**config.mk**
```make
export PLATFORM = sky130hd
export DESIGN_NAME = dm_arbiter
export DESIGN_NICKNAME = d
export VERILOG_FILES = /design/src/rtl/dm_arbiter.sv
export SDC_FILE = /design/constraint.sdc
export NUM_CORES = 1
export LEC_CHECK = 0
export CAP_MARGIN = 20
export CORE_MARGIN = 2
export CORE_UTILIZATION = 37
export CTS_BUF_LIST = sky130_fd_sc_hd__clkbuf_2
export DETAILED_ROUTE_END_ITERATION = 8
export GPL_TIMING_DRIVEN = 0
export PLACE_DENSITY = 0.95
export SYNTH_ARGS = -nofsm -noshare
export SYNTH_HDL_FRONTEND = slang
export SYNTH_SLANG_ARGS = --single-unit
```
**constraint.sdc**
```tcl
create_clock -name clk -period 3.11 [get_ports clk]
set_clock_uncertainty 0.15 [all_clocks]
set_input_delay 0.622 -clock clk [delete_from_list [all_inputs] [get_ports clk]]
set_output_delay 0.622 -clock clk [all_outputs]
set_load 0.01 [all_outputs]
```
**src/rtl/dm_arbiter.sv**
```systemverilog
// dm_arbiter
//   Shares one synchronous (1-cycle read latency) data memory between
//   NUM_REQ cores. Round-robin arbitration issues at most one access per
//   cycle. Read data is returned to the core that was granted, and the
//   cores' end_process flags are combined into one sticky all_done.
//
// Ports
//   clk        system clock, rising edge
//   rst_n      synchronous active-low reset
//   req        per-core request, held until the grant is seen
//   we         per-core write enable (1 = write, 0 = read)
//   addr       per-core address, core i at [i*ADDR_W +: ADDR_W]
//   wdata      per-core write data, core i at [i*DATA_W +: DATA_W]
//   done_in    per-core end_process
//   gnt        one-hot grant pulse (registered)
//   rvalid     one-hot read-data-valid pulse (registered)
//   rdata      read data broadcast, a pass-through of mem_rdata
//   mem_we     registered memory write enable
//   mem_addr   registered memory address
//   mem_wdata  registered memory write data
//   mem_rdata  memory read data, valid the cycle after mem_addr
//   all_done   sticky, high once every done_in bit has been seen
module dm_arbiter #(
  parameter int unsigned NUM_REQ = 2,
  parameter int unsigned ADDR_W  = 12,
  parameter int unsigned DATA_W  = 12
) (
  input  logic                      clk,
  input  logic                      rst_n,
  input  logic [NUM_REQ-1:0]        req,
  input  logic [NUM_REQ-1:0]        we,
  input  logic [NUM_REQ*ADDR_W-1:0] addr,
  input  logic [NUM_REQ*DATA_W-1:0] wdata,
  input  logic [NUM_REQ-1:0]        done_in,
  output logic [NUM_REQ-1:0]        gnt,
  output logic [NUM_REQ-1:0]        rvalid,
  output logic [DATA_W-1:0]         rdata,
  output logic                      mem_we,
  output logic [ADDR_W-1:0]         mem_addr,
  output logic [DATA_W-1:0]         mem_wdata,
  input  logic [DATA_W-1:0]         mem_rdata,
  output logic                      all_done
);

  localparam int unsigned PTR_W = $clog2(NUM_REQ);

  // Registered state
  logic [PTR_W-1:0]   r_ptr;
  logic [NUM_REQ-1:0] r_gnt;
  logic [NUM_REQ-1:0] r_rvalid;
  logic               r_mem_we;
  logic [ADDR_W-1:0]  r_mem_addr;
  logic [DATA_W-1:0]  r_mem_wdata;
  logic [NUM_REQ-1:0] r_seen;
  logic               r_all_done;

  // Arbitration datapath
  logic [NUM_REQ-1:0] w_elig;
  logic [NUM_REQ-1:0] w_rot;
  logic [NUM_REQ-1:0] w_oh_rot;
  logic [NUM_REQ-1:0] w_gnt_nxt;
  logic               w_any;
  logic               w_sel_we;
  logic [ADDR_W-1:0]  w_sel_addr;
  logic [DATA_W-1:0]  w_sel_wdata;
  logic [PTR_W-1:0]   w_ptr_nxt;
  logic [NUM_REQ-1:0] w_seen_nxt;

  // A core that is being granted this cycle still holds req; masking it
  // with the current grant prevents a second grant for the same access.
  assign w_elig = req & ~r_gnt;
  assign w_any  = |w_elig;

  // Rotate eligibility so the pointer position becomes bit 0; a plain
  // lowest-set-bit pick then implements the wrapping round-robin search.
  assign w_rot = NUM_REQ'({w_elig, w_elig} >> r_ptr);

  always_comb begin
    logic v_found;
    v_found  = 1'b0;
    w_oh_rot = '0;
    for (int unsigned k = 0; k < NUM_REQ; k++) begin
      if (w_rot[k] && !v_found) begin
        w_oh_rot[k] = 1'b1;
        v_found     = 1'b1;
      end
    end
  end

  // Rotate the one-hot pick back into core-index space.
  assign w_gnt_nxt = NUM_REQ'(({w_oh_rot, w_oh_rot} << r_ptr) >> NUM_REQ);

  // AND-OR select of the winning core's access fields and next pointer.
  always_comb begin
    w_sel_we    = 1'b0;
    w_sel_addr  = '0;
    w_sel_wdata = '0;
    w_ptr_nxt   = r_ptr;
    for (int unsigned i = 0; i < NUM_REQ; i++) begin
      if (w_gnt_nxt[i]) begin
        w_sel_we    = we[i];
        w_sel_addr  = addr[i*ADDR_W +: ADDR_W];
        w_sel_wdata = wdata[i*DATA_W +: DATA_W];
        w_ptr_nxt   = PTR_W'((i + 1) % NUM_REQ);
      end
    end
  end

  // all_done follows the updated mask, so the last done pulse sets it at
  // the same edge that records it.
  assign w_seen_nxt = r_seen | done_in;

  always_ff @(posedge clk) begin
    if (!rst_n) begin
      r_ptr       <= '0;
      r_gnt       <= '0;
      r_rvalid    <= '0;
      r_mem_we    <= 1'b0;
      r_mem_addr  <= '0;
      r_mem_wdata <= '0;
      r_seen      <= '0;
      r_all_done  <= 1'b0;
    end else begin
      r_gnt    <= w_gnt_nxt;
      r_mem_we <= w_sel_we;
      // A read granted last cycle has its data on mem_rdata this cycle.
      r_rvalid <= r_gnt & {NUM_REQ{~r_mem_we}};
      if (w_any) begin
        r_mem_addr  <= w_sel_addr;
        r_mem_wdata <= w_sel_wdata;
        r_ptr       <= w_ptr_nxt;
      end
      r_seen <= w_seen_nxt;
      if (&w_seen_nxt) begin
        r_all_done <= 1'b1;
      end
    end
  end

  assign gnt       = r_gnt;
  assign rvalid    = r_rvalid;
  assign rdata     = mem_rdata;
  assign mem_we    = r_mem_we;
  assign mem_addr  = r_mem_addr;
  assign mem_wdata = r_mem_wdata;
  assign all_done  = r_all_done;

endmodule

```
-- Word-level counts from Yosys, hierarchy flattened
Index checks and enable logic that the tools add are counted.
- add/sub/neg operators: 0
- $mul: 0
- divide/modulo/power cells: 0
- magnitude comparators: 0
- equality and inequality tests: 0
- shift operators: 2
- multiplexer cells: 10
- bitwise logic cells: 5
- reduce and logical (&&, ||, !) cells: 6
- operator list (cell ; number):
    two-way mux 12 bit ; 4
    two-way mux 1 bit ; 6
    AND 2 bit ; 2
    AND reduction 2 bit ; 2
    left shift 4 x 1 -> 4 bit ; 1
    right shift 4 x 1 -> 2 bit ; 1
    NOT 2 bit ; 1
    bitwise OR 2 bit ; 1
    nonzero test 2 bit ; 1
    OR reduction 2 bit ; 1
    logical AND 1 bit ; 1
    logical NOT 1 bit ; 1
    NOT 1 bit ; 1
- register bits after elaboration: 33
- bits in latches: 0
- memory bits (writable): 0
- memory bits (read-only): 0
- bits of input ports: 68
- word-level logic and storage cells: 31
- memories: 0

-- Logic depth before layout (Yosys ltp)
Gate-level depths: netlist of the first run.
- depth after elaboration: 10
- mapped depth: 6
- mapped depth without buffers: 3

-- Worst setup path before layout of the first run
No wires, ideal clock.
- path kind: input-to-reg
- from: input port req[1]
- to: register r_mem_addr[0] (netlist: mem_addr[0])
- setup time: 119 ps
- arrival: 1510 ps
- data required time: 2841 ps
- slack: 1331 ps
- stages on the path: 6
- path through: nor2b_1 -> buf_6 -> a21o_1 -> buf_6 -> buf_6 -> o221a_1
- longest elaborated chain between the ends: 9
- elaborated cells on any way between the ends: 10
- ends and longest elaborated chain (what ; line ; source):
    start: declaration ; 30 ; input logic [NUM_REQ-1:0] req,
    AND 2 bit (*) ; 71 ; assign w_elig = req & ~r_gnt;
    right shift 4 x 1 -> 2 bit ; 76 ; assign w_rot = NUM_REQ'({w_elig, w_elig} >> r_ptr);
    two-way mux 1 bit ; 83 ; if (w_rot[k] && !v_found) begin
    logical NOT 1 bit ; 83 ;
    logical AND 1 bit ; 83 ;
    two-way mux 1 bit ; 83 ;
    left shift 4 x 1 -> 4 bit ; 91 ; assign w_gnt_nxt = NUM_REQ'(({w_oh_rot, w_oh_rot} << r_ptr) >> NUM_REQ);
    two-way mux 12 bit (2 in a row) ; 100 ; if (w_gnt_nxt[i]) begin
    end signal: assignment ; 129 ; r_mem_addr <= w_sel_addr;
    end: declaration ; 52 ; logic [ADDR_W-1:0] r_mem_addr;
Every way passes the cells marked *; elsewhere a longest branch is shown, timed or not.
A chain may end at the register's enable or synchronous reset.

-- Worst setup path after layout of the first run
- from: register r_gnt[0] (netlist: gnt[0])
- to: output port gnt[0]
- RTL lines (what ; line ; source):
    start: declaration ; 49 ; logic [NUM_REQ-1:0] r_gnt;
    start signal: assignment ; 124 ; r_gnt <= w_gnt_nxt;
    end: declaration ; 35 ; output logic [NUM_REQ-1:0] gnt,
No word-level cell between the ends.

==> results.md, run 1 <==
| Group | Quantity | This run |
|---|---|---|
| run status | Result of the run | completed |
| sta | Max_slew headroom | 0.678 |
| worst setup path | Cell with the largest stage delay on the worst path | sky130_fd_sc_hd__clkdlybuf4s50_1 |
| detailed routing | Sum of routed wire segments on met1 | 1.68 mm |
| worst setup path | Terminus of the critical flop-to-flop path | mem_addr[8] |
| detailed routing | Vias | 1453 |
| global route | Global-route wire length before repair | 6.92 mm |
| die | Full die area | 0.00440 mm^2 |
| clock network | Root buffer cell | sky130_fd_sc_hd__clkbuf_2 |
| sta | Total negative setup slack | 0 ns |
| final layout | Cell area after layout | 0.00249 mm^2 |
| synthesis | Proportion of synthesized flip-flops having asynchronous set or reset | 0 |
| synthesis | Sequential fraction of the synthesis area | 0.460 |
| synthesis | Number of synthesized flops with an enable pin | 0 |
| synthesis | Number of storage elements in the synthesis netlist | 33 |
| place | Global placer's final weighted congestion | 0.696 |
| final layout | Synthesis-to-layout area growth | 73.7% |
| clock network | H-tree level count | 2 |
| die | Die Height | 66.3 um |
| clock network | Post-CTS sizing | 0 |
| sta | RSZ-0062 raised after global routing | false |
| power and ir drop | Pwr Total | 0.997 mW |
| detailed routing | Total met3 wirelength after detailed routing | 358 um |
| worst setup path | Last element of the critical path | gnt[0] |
| sta | Period Utilization, post-route | 0.676 |
| worst setup path | Beginning of the critical path | gnt[0] |
| power and ir drop | Maximum vdd ir drop | 0.263 mV |
| detailed routing | Remaining routing DRC violations | 0 |
| worst setup path | Cell family with the largest share of critical-path delay | buffers and inverters |
| detailed routing | Met2 wire len | 2.18 mm |
| worst setup path | Worst Path Max Fanout | 4 |
| die | Count of standard-cell rows | 22 |
| final layout | Antenna Cells | 0 |
| global route | Overflow left after global routing | 0 |
| clock network | CTS tree | built |
| global route | Maximum number of pins on one net before global-route repair | 11 |
| worst setup path | Cells along the critical path | clkdlybuf4s50_1 |
| worst setup path | Required @ worst endpoint | 2.34 ns |
| detailed routing | Top Layer Used | met4 |
| synthesis | Area of the mapped netlist | 0.00144 mm^2 |
| synthesis | Most frequent cells after synthesis | 33 x sky130_fd_sc_hd__dfxtp_1, 24 x sky130_fd_sc_hd__o221a_1, 24 x sky130_fd_sc_hd__o31a_1 |
| synthesis | Synth unique cells | 20 |
| sta | Worst slew pin tran | 0.483 ns |
| power and ir drop | Power Density | 400 mW/mm^2 |
| detailed routing | Aggregate routed wire length | 4.33 mm |
| worst setup path | Arrival time of the worst setup path | 1.33 ns |
| detailed routing | Drt via density | 5.23 |
| die | I/O pins | 110 |
| synthesis | Yosys synthesis warning count | 0 |
| sta | Setup-failing EPs final | 0 |
| detailed routing | Wirelength per Cell | 15.6 um |
| job | Number of max-capacitance violations reported | 0 |
| synthesis | Avg Inst Size Synth | 11.4 um^2 |
| global route | Vias in the first global route | 1512 |
| global route | GR Util All Layers | 0.210 |
| worst setup path | Sort of element at the start of the critical path | register |
| die | Die width | 66.3 um |
| final layout | Core occupancy in the finished layout | 0.676 |
| synthesis | Cell taking the most area after synthesis | sky130_fd_sc_hd__dfxtp_1 |
| worst setup path | Peak per-stage delay on the critical path | 0.55 ns |
| clock network | Clk pin slew, worst setup/hold paths | 0.18 ns |
| synthesis | Most common flop cell mapped by yosys | sky130_fd_sc_hd__dfxtp_1 |
| sta | Hold violation total from the final report | 0 |
| detailed routing | Initial DRC Count | 83 |
| place | HPWL reported at the end of detailed placement | 3.28 mm |
| worst setup path | Kind of end point of the critical path | output pin |
| place | Placed cell area | 0.00246 mm^2 |
| final layout | Total Nets Final | 297 |
| worst setup path | Type of the worst setup path | reg2out |
| clock network | Clock Sinks | 33 |
| clock network | Insertion delay of the later-clocked pin in the worst-skew pair | 0.38 ns |
| worst setup path | Reg-to-reg slack, setup | 1.51 ns |
| final layout | Layout cells sized above 1 | 0.135 |
| clock network | CTS Hold Buffers Added | 0 |
| synthesis | Post-synthesis net count | 194 |
| worst setup path | Stages on worst setup path | 1 |
| sta | Final critical-path required period | 2.10 ns |
| die | Std-Cell Core Area | 0.00369 mm^2 |
| global route | Number of antenna violations at the first check in global routing | 0 |
| sta | Max Clk Rate | 476 MHz |
| worst hold path | Worst min-delay path class | reg2reg |
| worst setup path | Startpoint of the lowest-slack register-to-register path | gnt[0] |
| clock network | Number of buffers added by the clock tree synthesis step | 5 |
| worst setup path | Number of buffers and inverters on the critical path | 1 |
| place | Number of buffers inserted by port buffering | 96 |
| synthesis | Most numerous cell in the Yosys netlist | sky130_fd_sc_hd__dfxtp_1 |
| worst setup path | Count of cells along the worst register-to-register path | 4 |
| detailed routing | Remaining antenna violation count after routing | 0 |
| detailed routing | Router iterations before antenna repair | 4 |
| sta | Final Max Slew Viols | 0 |
| synthesis | Main area contributors after synthesis | sky130_fd_sc_hd__dfxtp_1 46%, sky130_fd_sc_hd__o221a_1 19%, sky130_fd_sc_hd__o31a_1 15% |
| synthesis | Number of standard cells after synthesis | 126 |
| die | Starting Density | 0.389 |
| clock network | Clock buffer depth | 2 |
| clock network | Number of buffers inserted to repair setup after CTS | 0 |
| final layout | # fillers | 317 |
| power and ir drop | Leakage component of the power | 0.950 nW |
| synthesis | Share of the synthesized area in the top cell type | 0.460 |
stage by stage:
stage,hold WS [ns],setup slack [ns],instances
floorplan,0.298,1.33,126
global placement,0.298,0.877,270
detailed placement,0.287,0.849,270
CTS,0.315,0.999,278
global route,0.364,0.921,278
finish,0.313,1.01,278
cells in the final DEF, fill, tap and decap left out, types with 2 or more instances in the layout:
cell and instances:
sky130_fd_sc_hd__clkdlybuf4s50_1 96, sky130_fd_sc_hd__dfxtp_1 33, sky130_fd_sc_hd__o31a_1 24, sky130_fd_sc_hd__o221a_1 24, sky130_fd_sc_hd__buf_4 12, sky130_fd_sc_hd__buf_2 7
sky130_fd_sc_hd__clkbuf_2 5, sky130_fd_sc_hd__buf_6 4, sky130_fd_sc_hd__nor2_1 4, sky130_fd_sc_hd__clkbuf_1 3, sky130_fd_sc_hd__nor2b_1 2, sky130_fd_sc_hd__nor3b_1 2
sky130_fd_sc_hd__nand2_1 2, sky130_fd_sc_hd__clkinv_1 2
kinds of logic after synthesis:
logic type | Yosys count | share of synthesized area
flip-flops | 33 | 0.460
buffers and inverters | 27 | 0.129
AND/OR/NAND/NOR | 13 | 0.0479
AO/OA/AOI/OAI | 53 | 0.363
flip-flops by register name, indices dropped and copies added (netlist names):
name,cells
gnt,2
mem_wdata,12
r_seen,2
mem_addr,12
rvalid,2
mem_we,1
all_done,1
r_ptr,1
worst min-delay path by stage:
stage	depth (start not counted)	slack, ns	start	endpoint
6_report	1	0.31	mem_we	rvalid[1]
5_1_grt	1	0.36	mem_we	rvalid[1]
4_1_cts	1	0.31	mem_we	rvalid[1]
3_5_place_dp	1	0.29	mem_we	rvalid[1]
3_3_place_gp	1	0.30	mem_we	rvalid[0]
2_1_floorplan	2	0.30	r_seen[1]	r_seen[1]
per-layer routing:
metal,vias up,global-route usage
met1,671,0.219
li1,693,-
met3,11,0.0647
met5,-,0
met2,78,0.380
met4,0,0.0969
power breakdown:
| part | total (mW) | internal, mW | switching [mW] |
|---|---|---|---|
| Combinational | 0.316 | 0.202 | 0.114 |
| Clock | 0.198 | 0.0492 | 0.149 |
| Sequential | 0.484 | 0.463 | 0.0209 |
area by class of cell:
| class | count | area [um^2] | share of cell area |
|---|---|---|---|
| multi-input cells | 66 | 591 | 0.237 |
| repair buffers | 96 | 961 | 0.385 |
| clock inverters | 3 | 12.5 | 0.00502 |
| clock buffers | 5 | 25.0 | 0.0100 |
| inverters | 1 | 3.75 | 0.00150 |
| well taps | 48 | 60.1 | 0.0241 |
| plain buffers | 26 | 181 | 0.0727 |
| flip-flops and latches | 33 | 661 | 0.265 |
Note: power is estimated with default switching activity, not from simulation.
==> inputs of run 2 (changes only) <==
--- a/config.mk
+++ b/config.mk
@@ -7,11 +7,11 @@
 export LEC_CHECK = 0
 export CAP_MARGIN = 20
 export CORE_MARGIN = 2
-export CORE_UTILIZATION = 37
+export CORE_UTILIZATION = 34
 export CTS_BUF_LIST = sky130_fd_sc_hd__clkbuf_2
 export DETAILED_ROUTE_END_ITERATION = 8
 export GPL_TIMING_DRIVEN = 0
-export PLACE_DENSITY = 0.95
+export PLACE_DENSITY = 0.89
 export SYNTH_ARGS = -nofsm -noshare
 export SYNTH_HDL_FRONTEND = slang
 export SYNTH_SLANG_ARGS = --single-unit
==> constraint.sdc (replaced) <==
create_clock -name clk -period 2.07 [get_ports clk]
set_clock_uncertainty 0.15 [all_clocks]
set_input_delay 0.414 -clock clk [delete_from_list [all_inputs] [get_ports clk]]
set_output_delay 0.414 -clock clk [all_outputs]
set_load 0.01 [all_outputs]
==> run 2 against run 1 <==
Compared with the run above: total power is 48% higher; via count shrank 0.14%; non-clock buffer count did not move; cell count rose by 0.72%; design area grew 0.10%; global-route usage down 2.6 points; combinational power grew 51%; sequential cell count did not move; critical path depth did not move.
==> results.md, run 2 (same netlist as run 1, synthesis figures left out) <==
| Group | Quantity | This run | Change |
|---|---|---|---|
| worst setup path | Startpoint of the lowest-slack register-to-register path | gnt[0] | unchanged |
| place | Instance count after placement with tap cells included | 272 | was 270 |
| die | Starting Density | 0.357 | was 0.389 |
| clock network | CTS Hold Buffers Added | 0 | unchanged |
| worst setup path | Arrival time of the worst setup path | 1.29 ns | was 1.33 ns |
| power and ir drop | Leakage component of the power | 0.950 nW | unchanged |
| sta | Max_slew headroom | 0.644 | was 0.678 |
| final layout | Total Nets Final | 297 | unchanged |
| worst setup path | Terminus of the critical flop-to-flop path | mem_addr[1] | was mem_addr[8] |
| worst setup path | Worst Path Max Fanout | 4 | unchanged |
| worst setup path | Cell with the largest stage delay on the worst path | sky130_fd_sc_hd__clkdlybuf4s50_1 | unchanged |
| detailed routing | Aggregate routed wire length | 4.39 mm | was 4.33 mm |
| sta | Total negative setup slack | 0 ns | unchanged |
| sta | Max Clk Rate | 539 MHz |  |
| power and ir drop | Maximum vdd ir drop | 0.340 mV | was 0.263 mV |
| global route | Number of antenna violations at the first check in global routing | 0 | unchanged |
| worst hold path | Worst min-delay path class | in2reg | was reg2reg |
| worst setup path | Kind of end point of the critical path | output pin | unchanged |
| final layout | Core occupancy in the finished layout | 0.620 | was 0.676 |
| detailed routing | Vias | 1451 | was 1453 |
| detailed routing | Remaining antenna violation count after routing | 0 | unchanged |
| power and ir drop | Power Density | 592 mW/mm^2 | was 400 mW/mm^2 |
| worst setup path | Required @ worst endpoint | 1.51 ns | was 2.34 ns |
| clock network | Number of buffers added by the clock tree synthesis step | 5 | unchanged |
| detailed routing | Router iterations before antenna repair | 4 | unchanged |
| final layout | Synthesis-to-layout area growth | 73.9% | was 73.7% |
| detailed routing | Drt via density | 5.18 | was 5.23 |
| clock network | CTS tree | built | unchanged |
| place | HPWL reported at the end of detailed placement | 3.29 mm | was 3.28 mm |
| sta | Hold violation total from the final report | 0 | unchanged |
| final layout | Most common cell after layout, fill and taps aside | sky130_fd_sc_hd__clkdlybuf4s50_1 | unchanged |
| final layout | Antenna Cells | 0 | unchanged |
| global route | GR Util All Layers | 0.184 | was 0.210 |
| global route | Met1 layer usage reported by global route | 0.206 | was 0.219 |
| worst setup path | Cells along the critical path | clkdlybuf4s50_1 | unchanged |
| clock network | Post-CTS sizing | 0 | unchanged |
| worst setup path | Count of cells along the worst register-to-register path | 4 | unchanged |
| sta | RSZ-0062 raised after global routing | false | unchanged |
| final layout | Commonest cells after routing, fill and taps aside | 96 x sky130_fd_sc_hd__clkdlybuf4s50_1, 33 x sky130_fd_sc_hd__dfxtp_1, 24 x sky130_fd_sc_hd__o31a_1, 24 x sky130_fd_sc_hd__o221a_1, 12 x sky130_fd_sc_hd__buf_4 | unchanged |
| final layout | # fillers | 344 | was 317 |
| global route | Met2 Use GR | 0.313 | was 0.380 |
| clock network | Root buffer cell | sky130_fd_sc_hd__clkbuf_2 | unchanged |
| global route | Layer carrying the most global-route usage | met2 | unchanged |
| worst setup path | Peak per-stage delay on the critical path | 0.55 ns | about the same |
| global route | Met3 routing resource usage after global routing | 0.0617 | was 0.0647 |
| worst setup path | Reg-to-reg slack, setup | 0.44 ns | was 1.51 ns |
| worst hold path | Hold Path Depth | 2 | was 1 |
| detailed routing | Remaining routing DRC violations | 0 | unchanged |
| final layout | Layout cells sized above 1 | 0.135 | unchanged |
| die | Die width | 69.0 um | was 66.3 um |
| worst hold path | Worst Hold Launch | rst_n | was mem_we |
| die | Die Height | 69.0 um | was 66.3 um |
| clock network | Clock buffer depth | 2 | unchanged |
| global route | Maximum number of pins on one net before global-route repair | 11 | unchanged |
| run status | Result of the run | completed | unchanged |
| clock network | H-tree level count | 2 | unchanged |
| die | Full die area | 0.00476 mm^2 | was 0.00440 mm^2 |
| worst setup path | Type of the worst setup path | reg2out | unchanged |
| clock network | Clk pin slew, worst setup/hold paths | 0.16 ns | was 0.18 ns |
| worst setup path | Cell family with the largest share of critical-path delay | buffers and inverters | unchanged |
| detailed routing | Initial DRC Count | 45 | was 83 |
| sta | Period Utilization, post-route | 0.897 |  |
| worst hold path | Hold-critical path endpoint | r_ptr | was rvalid[1] |
| detailed routing | Wirelength per Cell | 15.7 um | was 15.6 um |
| place | Global placer's final weighted congestion | 0.716 | was 0.696 |
| global route | Global-route wire length before repair | 6.27 mm | was 6.92 mm |
| place | Number of buffers inserted by port buffering | 96 | unchanged |
| global route | Overflow left after global routing | 0 | unchanged |
| sta | Final Max Slew Viols | 0 | unchanged |
| die | I/O pins | 110 | unchanged |
| sta | Worst slew pin tran | 0.534 ns | was 0.483 ns |
| worst setup path | Sort of element at the start of the critical path | register | unchanged |
| die | Std-Cell Core Area | 0.00403 mm^2 | was 0.00369 mm^2 |
| clock network | Insertion delay of the later-clocked pin in the worst-skew pair | 0.35 ns | was 0.38 ns |
| global route | Vias in the first global route | 1311 | was 1512 |
| sta | Setup-failing EPs final | 0 | unchanged |
| clock network | Number of buffers inserted to repair setup after CTS | 0 | unchanged |
| job | Number of max-capacitance violations reported | 0 | unchanged |
| clock network | Clock Sinks | 33 | unchanged |
| worst setup path | Number of buffers and inverters on the critical path | 1 | unchanged |
| sta | Final critical-path required period | 1.86 ns |  |
| final layout | Filler-free cell count of the finished design | 280 | was 278 |
| die | Count of standard-cell rows | 23 | was 22 |
==> run 2: cell counts in the layout (fill, tap and decap cells not counted) <==
Identical to the previous run, type by type.
==> run 2: cell type report <==
type                            instances  area, um^2  share of cell area
Clock buffer                            5        25.0              0.0100
Timing Repair Buffer                   96         961               0.385
Tap cell                               50        62.6              0.0251
Buffer                                 26         181              0.0726
Inverter                                1        3.75             0.00150
Clock inverter                          3        12.5             0.00501
Multi-Input combinational cell         66         591               0.236
Sequential cell                        33         661               0.265
==> run 2: worst max path at each step <==
| stage | start | end | slack [ns] | depth (start not counted) |
|---|---|---|---|---|
| after global routing | gnt[0] | gnt[0] | 0.10 | 1 |
| after floorplan | req[1] | mem_addr[0] | 0.50 | 6 |
| after global placement | req[0] | mem_addr[2] | 0.005 | 5 |
| final | gnt[0] | gnt[0] | 0.21 | 1 |
| after detailed placement | req[0] | mem_wdata[1] | -0.07 | 5 |
| after CTS | gnt[0] | gnt[0] | 0.18 | 1 |
==> run 2: power by group <==
part / switching, mW / internal [mW] / total [mW]
clock network: 0.203 / 0.0739 / 0.277
registers: 0.0307 / 0.695 / 0.726
logic: 0.173 / 0.303 / 0.476
total: 0.407 / 1.07 / 1.48
==> run 2: metal layers <==
layer	up-vias	wire, um	part of all wire
li1	691	-	-
met1	683	1730	0.39
met2	66	2200	0.50
met3	11	350	0.080
met4	0	110	0.025
met5	-	0	0
==> run 2: metrics by stage <==
step	total power, mW	instance area (um^2)	setup WS (ns)	hold WS (ns)
final	1.48	2500	0.213	0.301
after floorplan	0.940	1440	0.499	0.298
after detailed placement	1.22	2460	-0.0708	0.306
after global placement	1.21	2460	0.00549	0.302
after CTS	1.50	2500	0.177	0.266
after global routing	1.57	2500	0.103	0.278
